===== config.mk =====
export PLATFORM = sky130hd
export DESIGN_NAME = hex_display_scheduler
export DESIGN_NICKNAME = d
export VERILOG_FILES = /design/src/rtl/hex_display_scheduler.sv
export SDC_FILE = /design/constraint.sdc
export NUM_CORES = 1
export LEC_CHECK = 0
export BUFFER_PORTS_ARGS = -buffer_cell sky130_fd_sc_hd__buf_2
export CAP_MARGIN = 20
export CORE_ASPECT_RATIO = 1.2
export CORE_MARGIN = 5
export CORE_UTILIZATION = 55
export CTS_CLUSTER_SIZE = 16
export DETAILED_ROUTE_END_ITERATION = 7
export PLACE_DENSITY = 0.81
export SETUP_SLACK_MARGIN = 0.2
export SYNTH_ARGS = -nofsm -noshare
export SYNTH_HDL_FRONTEND = slang
export SYNTH_SLANG_ARGS = --single-unit

===== constraint.sdc =====
create_clock -name SI_ClkIn -period 6.7 [get_ports SI_ClkIn]
set_input_delay 0.67 -clock SI_ClkIn [delete_from_list [all_inputs] [get_ports SI_ClkIn]]
set_output_delay 0.67 -clock SI_ClkIn [all_outputs]
set_load 0.03 [all_outputs]

===== src/rtl/hex_display_scheduler.sv =====
// Six-digit display source scheduler: software value vs. last bus write address,
// with auto-rotate dwell, sw preemption and freeze. Optional macro HEX_SCHED_LZB_EN.
`timescale 1ns/1ps
module hex_display_scheduler #(
    parameter int unsigned DWELL_CYCLES = 25000000,
    parameter int unsigned DIGITS       = 6
) (
    input  logic                  SI_ClkIn,
    input  logic                  SI_Reset,
    input  logic [4*DIGITS-1:0]   sw_value,
    input  logic                  sw_valid,
    input  logic [31:0]           bus_addr,
    input  logic                  bus_write,
    input  logic [1:0]            mode,
    input  logic                  freeze,
    output logic [4*DIGITS-1:0]   digit_code,
    output logic [DIGITS-1:0]     digit_blank,
    output logic                  src_sel,
    output logic [7:0]            capture_cnt
);
    localparam int unsigned W = 4 * DIGITS;
    localparam logic [31:0] DWELL_LAST = 32'(DWELL_CYCLES - 1);

    typedef enum logic {SHOW_SW = 1'b0, SHOW_BUS = 1'b1} state_t;

    state_t              r_state, w_state_next;
    logic [31:0]         r_dwell, w_dwell_next;
    logic                w_fsm_bus;

    logic [W-1:0]        r_sw_shadow, r_bus_shadow;
    logic [7:0]          r_capture_cnt;
    logic [W-1:0]        r_digit_code;
    logic [DIGITS-1:0]   r_digit_blank;
    logic                r_src_sel;

    logic                w_src_next;
    logic [W-1:0]        w_sel_code;
    logic [DIGITS-1:0]   w_blank_next;
    logic                w_unused_addr_hi;

    assign w_unused_addr_hi = ^bus_addr[31:W];

    // Shadows: sw loads even while frozen; bus captures are dropped while frozen.
    always_ff @(posedge SI_ClkIn) begin
        if (SI_Reset) begin
            r_sw_shadow   <= '0;
            r_bus_shadow  <= '0;
            r_capture_cnt <= '0;
        end else begin
            if (sw_valid)
                r_sw_shadow <= sw_value;
            if (bus_write && !freeze) begin
                r_bus_shadow  <= bus_addr[W-1:0];
                r_capture_cnt <= r_capture_cnt + 8'd1;
            end
        end
    end

    always_ff @(posedge SI_ClkIn) begin
        if (SI_Reset) begin
            r_state <= SHOW_SW;
            r_dwell <= '0;
        end else begin
            r_state <= w_state_next;
            r_dwell <= w_dwell_next;
        end
    end

    // Freeze outranks everything; preemption outranks dwell expiry.
    always_comb begin
        w_state_next = r_state;
        w_dwell_next = r_dwell;
        if (freeze) begin
            w_state_next = r_state;
            w_dwell_next = r_dwell;
        end else if (mode != 2'd2) begin
            w_state_next = SHOW_SW;
            w_dwell_next = '0;
        end else if (sw_valid) begin
            w_state_next = SHOW_SW;
            w_dwell_next = '0;
        end else if (r_dwell == DWELL_LAST) begin
            w_state_next = (r_state == SHOW_SW) ? SHOW_BUS : SHOW_SW;
            w_dwell_next = '0;
        end else begin
            w_dwell_next = r_dwell + 32'd1;
        end
    end

    always_comb begin
        w_fsm_bus = (r_state == SHOW_BUS);
    end

    always_comb begin
        w_src_next = r_src_sel;
        case (mode)
            2'd0:    w_src_next = 1'b0;
            2'd1:    w_src_next = 1'b1;
            2'd2:    w_src_next = w_fsm_bus;
            default: w_src_next = r_src_sel;
        endcase
        w_sel_code = w_src_next ? r_bus_shadow : r_sw_shadow;
    end

`ifdef HEX_SCHED_LZB_EN
    logic [DIGITS-1:0] w_lzb;
    // Digit k is dark when it and every digit above it are zero; digit 0 always lit.
    for (genvar gi = 0; gi < DIGITS; gi++) begin : g_lzb
        if (gi == 0) begin : g_lsd
            assign w_lzb[gi] = 1'b0;
        end else begin : g_upper
            assign w_lzb[gi] = ~|w_sel_code[W-1:4*gi];
        end
    end
    assign w_blank_next = (mode == 2'd3) ? '1 : w_lzb;
`else
    assign w_blank_next = (mode == 2'd3) ? '1 : '0;
`endif

    always_ff @(posedge SI_ClkIn) begin
        if (SI_Reset) begin
            r_digit_code  <= '0;
            r_digit_blank <= '1;
            r_src_sel     <= 1'b0;
        end else if (!freeze) begin
            if (mode != 2'd3)
                r_digit_code <= w_sel_code;
            r_digit_blank <= w_blank_next;
            r_src_sel     <= w_src_next;
        end
    end

    assign digit_code  = r_digit_code;
    assign digit_blank = r_digit_blank;
    assign src_sel     = r_src_sel;
    assign capture_cnt = r_capture_cnt;
endmodule


After elaboration in Yosys (flattened, before gate mapping) --
Cells that the tools add are included.
Cells by class: add/subtract/negate cells 2, equality and inequality tests 6, muxes and demuxes 10, bitwise gates (word level) 1, reductions and logical operators 6
Operator list (count):
- 2-to-1 mux 32 bit | 3
- adder 32 x 1 -> 32 bit (second input constant) | 1
- equality test 32 x 25 -> 1 bit (second input constant) | 1
- 2-to-1 mux 24 bit | 1
- adder 8 x 1 -> 8 bit (second input constant) | 1
- 2-to-1 mux 6 bit | 1
- equality test 2 bit (second input constant) | 2
- 2-to-1 mux 1 bit | 4
- inequality test 2 bit (second input constant) | 2
- AND reduction 2 bit | 2
- case mux 1 bit (3 select lines) | 1
- nonzero test 3 bit | 1
- equality test 2 x 1 -> 1 bit (second input constant) | 1
- logical NOT 2 bit | 1
- logical AND 1 bit | 1
- logical NOT 1 bit | 1
- NOT 1 bit | 1
Word-level totals: bits in registers 120, input port bits 63, output and inout bits 39, word-level logic and storage cells 33

Depth between registers and ports, before layout --
depth in word-level cells 4, gate-level depth with buffers 8, mapped depth without buffers 6

Worst setup path before layout --
No wires, ideal clock.
kind register -> register, from register r_dwell[15], to register r_dwell[30], library setup time 0.115 ns, data arrival time 2.142 ns, data required time 6.585 ns, setup slack 4.444 ns, stages on the path, launching flop included 8, buffers on the path 2, period minus slack after synthesis 2.256 ns, cell sequence dfxtp_1 > or4b_1 > or4_1 > or3_4 > o21bai_4 > buf_6 > buf_8 > nor2_1
On the way: cells in the longest elaborated chain, start to end 4, elaborated cells on any way between the ends 5, classes of those cells add/sub (1); eq/ne (1); mux (3)
Ends and longest elaborated chain:
- start, declared | line 27 | logic [31:0] r_dwell, w_dwell_next;
- start signal, assigned | line 65 | r_dwell <= w_dwell_next;
- adder 32 x 1 -> 32 bit or equality test 32 x 25 -> 1 bit (tied branches) | line 86, 82
- 2-to-1 mux 32 bit * | line 82 | end else if (r_dwell == DWELL_LAST) begin
- 2-to-1 mux 32 bit * | line 79 | end else if (sw_valid) begin
- 2-to-1 mux 32 bit * | line 76 | end else if (mode != 2'd2) begin
Mark *: on every way between the ends. The rest lies on a longest branch, timed or not. A chain may end at the register's enable or synchronous reset.

Worst setup path after layout --
from register r_dwell[25], to register r_dwell[26]
Same word-level chain as after synthesis.

==> reports/results.tsv <==
stage	metric	value	unit
synth	ys_types	35	
place	dp.cells	704	
route	via_per_inst	5.37	
power	share_comb_of_total_power	8.4	%
power	max-vdd-ir-drop	233	uV
finish	stdcell_count	735	
timing	setup_viol	0	
setup_path	start_kind	flip-flop	
setup_path	worstSetupEndpointType	flip-flop	
timing	finalCritPeriodShare	39.8	%
power	seqPwrFrac	42.0	%
timing	slew_headroom	28.4	%
timing	period_minus_slack	2.66	ns
clock_tree	cts.htree.levels	4	
power	power.density	300	nW/um^2
synth	ys_warn_count	0	
finish	synthToLayoutAreaGrowth	22.7	%
synth	synthArstFlopShare	0	%
clock_tree	clk_latency	0.51	ns
setup_path	crit_required	7.06	ns
clock_tree	numCtsBuffers	17	
timing	fin_tns_setup	0	ns
route	first_pass_iters	5	
finish	drive_above_1_share	21.2	%
power	clock_power_share	49.6	%
die	coreArea	8470	sq um
die	die_h	111	um
die	rows	37	
grt	grt_usage	21.5	%
hold_path	hp-class	in -> reg	
synth	synth_top_cell_by_area	dfxtp_1	
grt	grt_pass1_vias	3938	
finish	final_core_util	68.2	%
finish	nets	671	
grt	grt_max_degree	85	
power	switching_share	23.6	%
synth	synth_edf_count	0	
route	post-route-drc-count	0	
power	p_int	0.00133	W
synth	syn_nets	589	
synth	syn_inst	524	
clock_tree	path_clk_slew	0.05	ns
flow_run	maxCapViolCount	0	
power	power_switching	0.000409	W
grt	grt_overflow	0	
die	dieArea	10500	sq um
clock_tree	cts_setup_buffers	0	
timing	rsz0062_at_grt	false	
place	globalplace.congestion	0.838	
setup_path	crit_arrival	3.03	ns
timing	clock_skew	0.00662	ns
route	drt_iter0_markers	214	
clock_tree	clock_sinks	115	
place	hpwl	7070	um
synth	syn_avg_cell_area	8.99	sq um
clock_tree	cts_hold_buf	0	
grt	grt_pass1_wl	18100	um
synth	synth_top_area_share	48.8	%
clock_tree	cts_resized	0	
die	initial_core_util	55.6	%
setup_path	critPathMaxFanout	29	
timing	hold_viol_final	0	
synth	synth-seq-cells	115	
synth	ys_seq_area_share	48.8	%
place	place.port_buffers	93	
clock_tree	clk_root_buffer_cell	clkbuf_8	
route	via_count	3945	
synth	synth_area	4710	sq um
clock_tree	cts_tree	built	
clock_tree	cts.path.max_buffers	2	
setup_path	path_class	reg -> reg	
route	wirelength	10700	um
grt	antenna_found_initial	0	
route	antenna_left	0	
timing	slew_viol_final	0	
finish	diodes	0	
synth	synth_top_flop_cell	dfxtp_1	
status	status	complete, no violations	
timing	fmax	375	MHz
route	routedWlPerCell	14.5	um
power	p_leak	2.37	nW
timing	tightest_slew	1.07	ns
synth	synth.area.top_cells	dfxtp_1 (49%), mux2i_1 (10%), nor2_1 (7.4%), nand2_1 (5.3%), xor2_1 (4.3%)	
die	ioPinCount	102	
die	die_w	94.5	um
## layout by cell type, fill, tap and decap left out, types with 11 or more instances in the layout
| cell | n |
|---|---|
| a211oi_1 | 25 |
| nand2_1 | 66 |
| nor2_1 | 93 |
| buf_2 | 93 |
| xor2_1 | 23 |
| a21oi_1 | 30 |
| nand4_1 | 16 |
| clkbuf_16 | 16 |
| mux2i_1 | 48 |
| xnor2_1 | 12 |
| dfxtp_1 | 115 |
| nand3_1 | 11 |
## layout make-up
cell class	count	area (sq um)
well taps	117	146
multi-input cells	372	2260
flip-flops and latches	115	2300
fillers	662	2690
clock inverters	11	138
clock buffers	20	425
inverters	2	7.51
repair buffers	98	503
## state kept, by name (all words and copies together), names as in the netlist
register,cells
r_state,1
capture_cnt,8
digit_code,24
r_sw_shadow,24
src_sel,1
digit_blank,1
r_dwell,32
r_bus_shadow,24
## through the flow
stage | area, sq um | power (W) | worst slack [ns] | hold WS (ns)
detailed placement | 5220 | 0.000888 | 4.07 | 0.448
finish | 5780 | 0.00173 | 4.04 | 0.396
global route | 5780 | 0.00180 | 3.88 | 0.390
CTS | 5780 | 0.00174 | 4.02 | 0.378
global placement | 5220 | 0.000883 | 4.11 | 0.443
floorplan | 4710 | 0.000842 | 4.44 | 0.436
## worst max-delay path: stages (launching register included)
cell and delay (ns):
dfxtp_1 0.34, or4b_1 0.55, or4_1 0.55, or3_4 0.41
o21bai_4 0.53, nor2_1 0.13
## cell families after synthesis
logic type | synth area share (%)
AND/OR/NAND/NOR | 21.6
XOR/XNOR | 6.50
AO/OA/AOI/OAI | 8.47
buffers and inverters | 3.82
multiplexers | 10.2
flip-flops | 48.8
adder cells (fa/ha/maj) | 0.531
## cell usage after synthesis (3+ instances only)
| library cell | instances |
|---|---|
| nand4_1 | 16 |
| buf_2 | 3 |
| a21oi_1 | 31 |
| or4b_1 | 3 |
| nor3_1 | 6 |
| buf_4 | 5 |
| nand3_1 | 11 |
| a211oi_1 | 25 |
| nand2_1 | 66 |
| and3_1 | 7 |
| nand4b_1 | 3 |
| mux2i_1 | 48 |
| nor2_1 | 93 |
| xnor2_1 | 12 |
| dfxtp_1 | 115 |
| or3_1 | 3 |
| xor2_1 | 23 |
| nor2b_1 | 3 |
| clkbuf_1 | 25 |
## routing by layer
| metal | vias to the layer above | global-route usage, % | wire length (um) |
|---|---|---|---|
| met2 | 131 | 36.4 | 5430 |
| li1 | 1957 | - | - |
| met3 | 17 | 7.03 | 841 |
| met5 | - | 0 | 0 |
| met4 | 0 | 7.99 | 157 |
| met1 | 1840 | 25.0 | 4250 |
## path summary, 6_finish.rpt
kind                          from          endpoint  slack [ns]  cells after the start
setup / recovery       r_dwell[25]       r_dwell[26]        4.04                      5
hold reg to reg   r_bus_shadow[14]  r_bus_shadow[14]        0.45                      2
hold / removal         bus_addr[3]   r_bus_shadow[3]        0.40                      3
setup reg to reg       r_dwell[25]       r_dwell[26]        4.04                      5
## power by group through the flow
| stage | Sequential, W | Clock (W) | Combinational [W] |
|---|---|---|---|
| after floorplan | 0.000762 | 0 | 0.0000801 |
| after global placement | 0.000740 | 0 | 0.000143 |
| after detailed placement | 0.000742 | 0 | 0.000146 |
| after CTS | 0.000728 | 0.000869 | 0.000148 |
| after global routing | 0.000731 | 0.000911 | 0.000160 |
| final | 0.000728 | 0.000861 | 0.000146 |
Note: power is estimated with default switching activity, not from simulation.
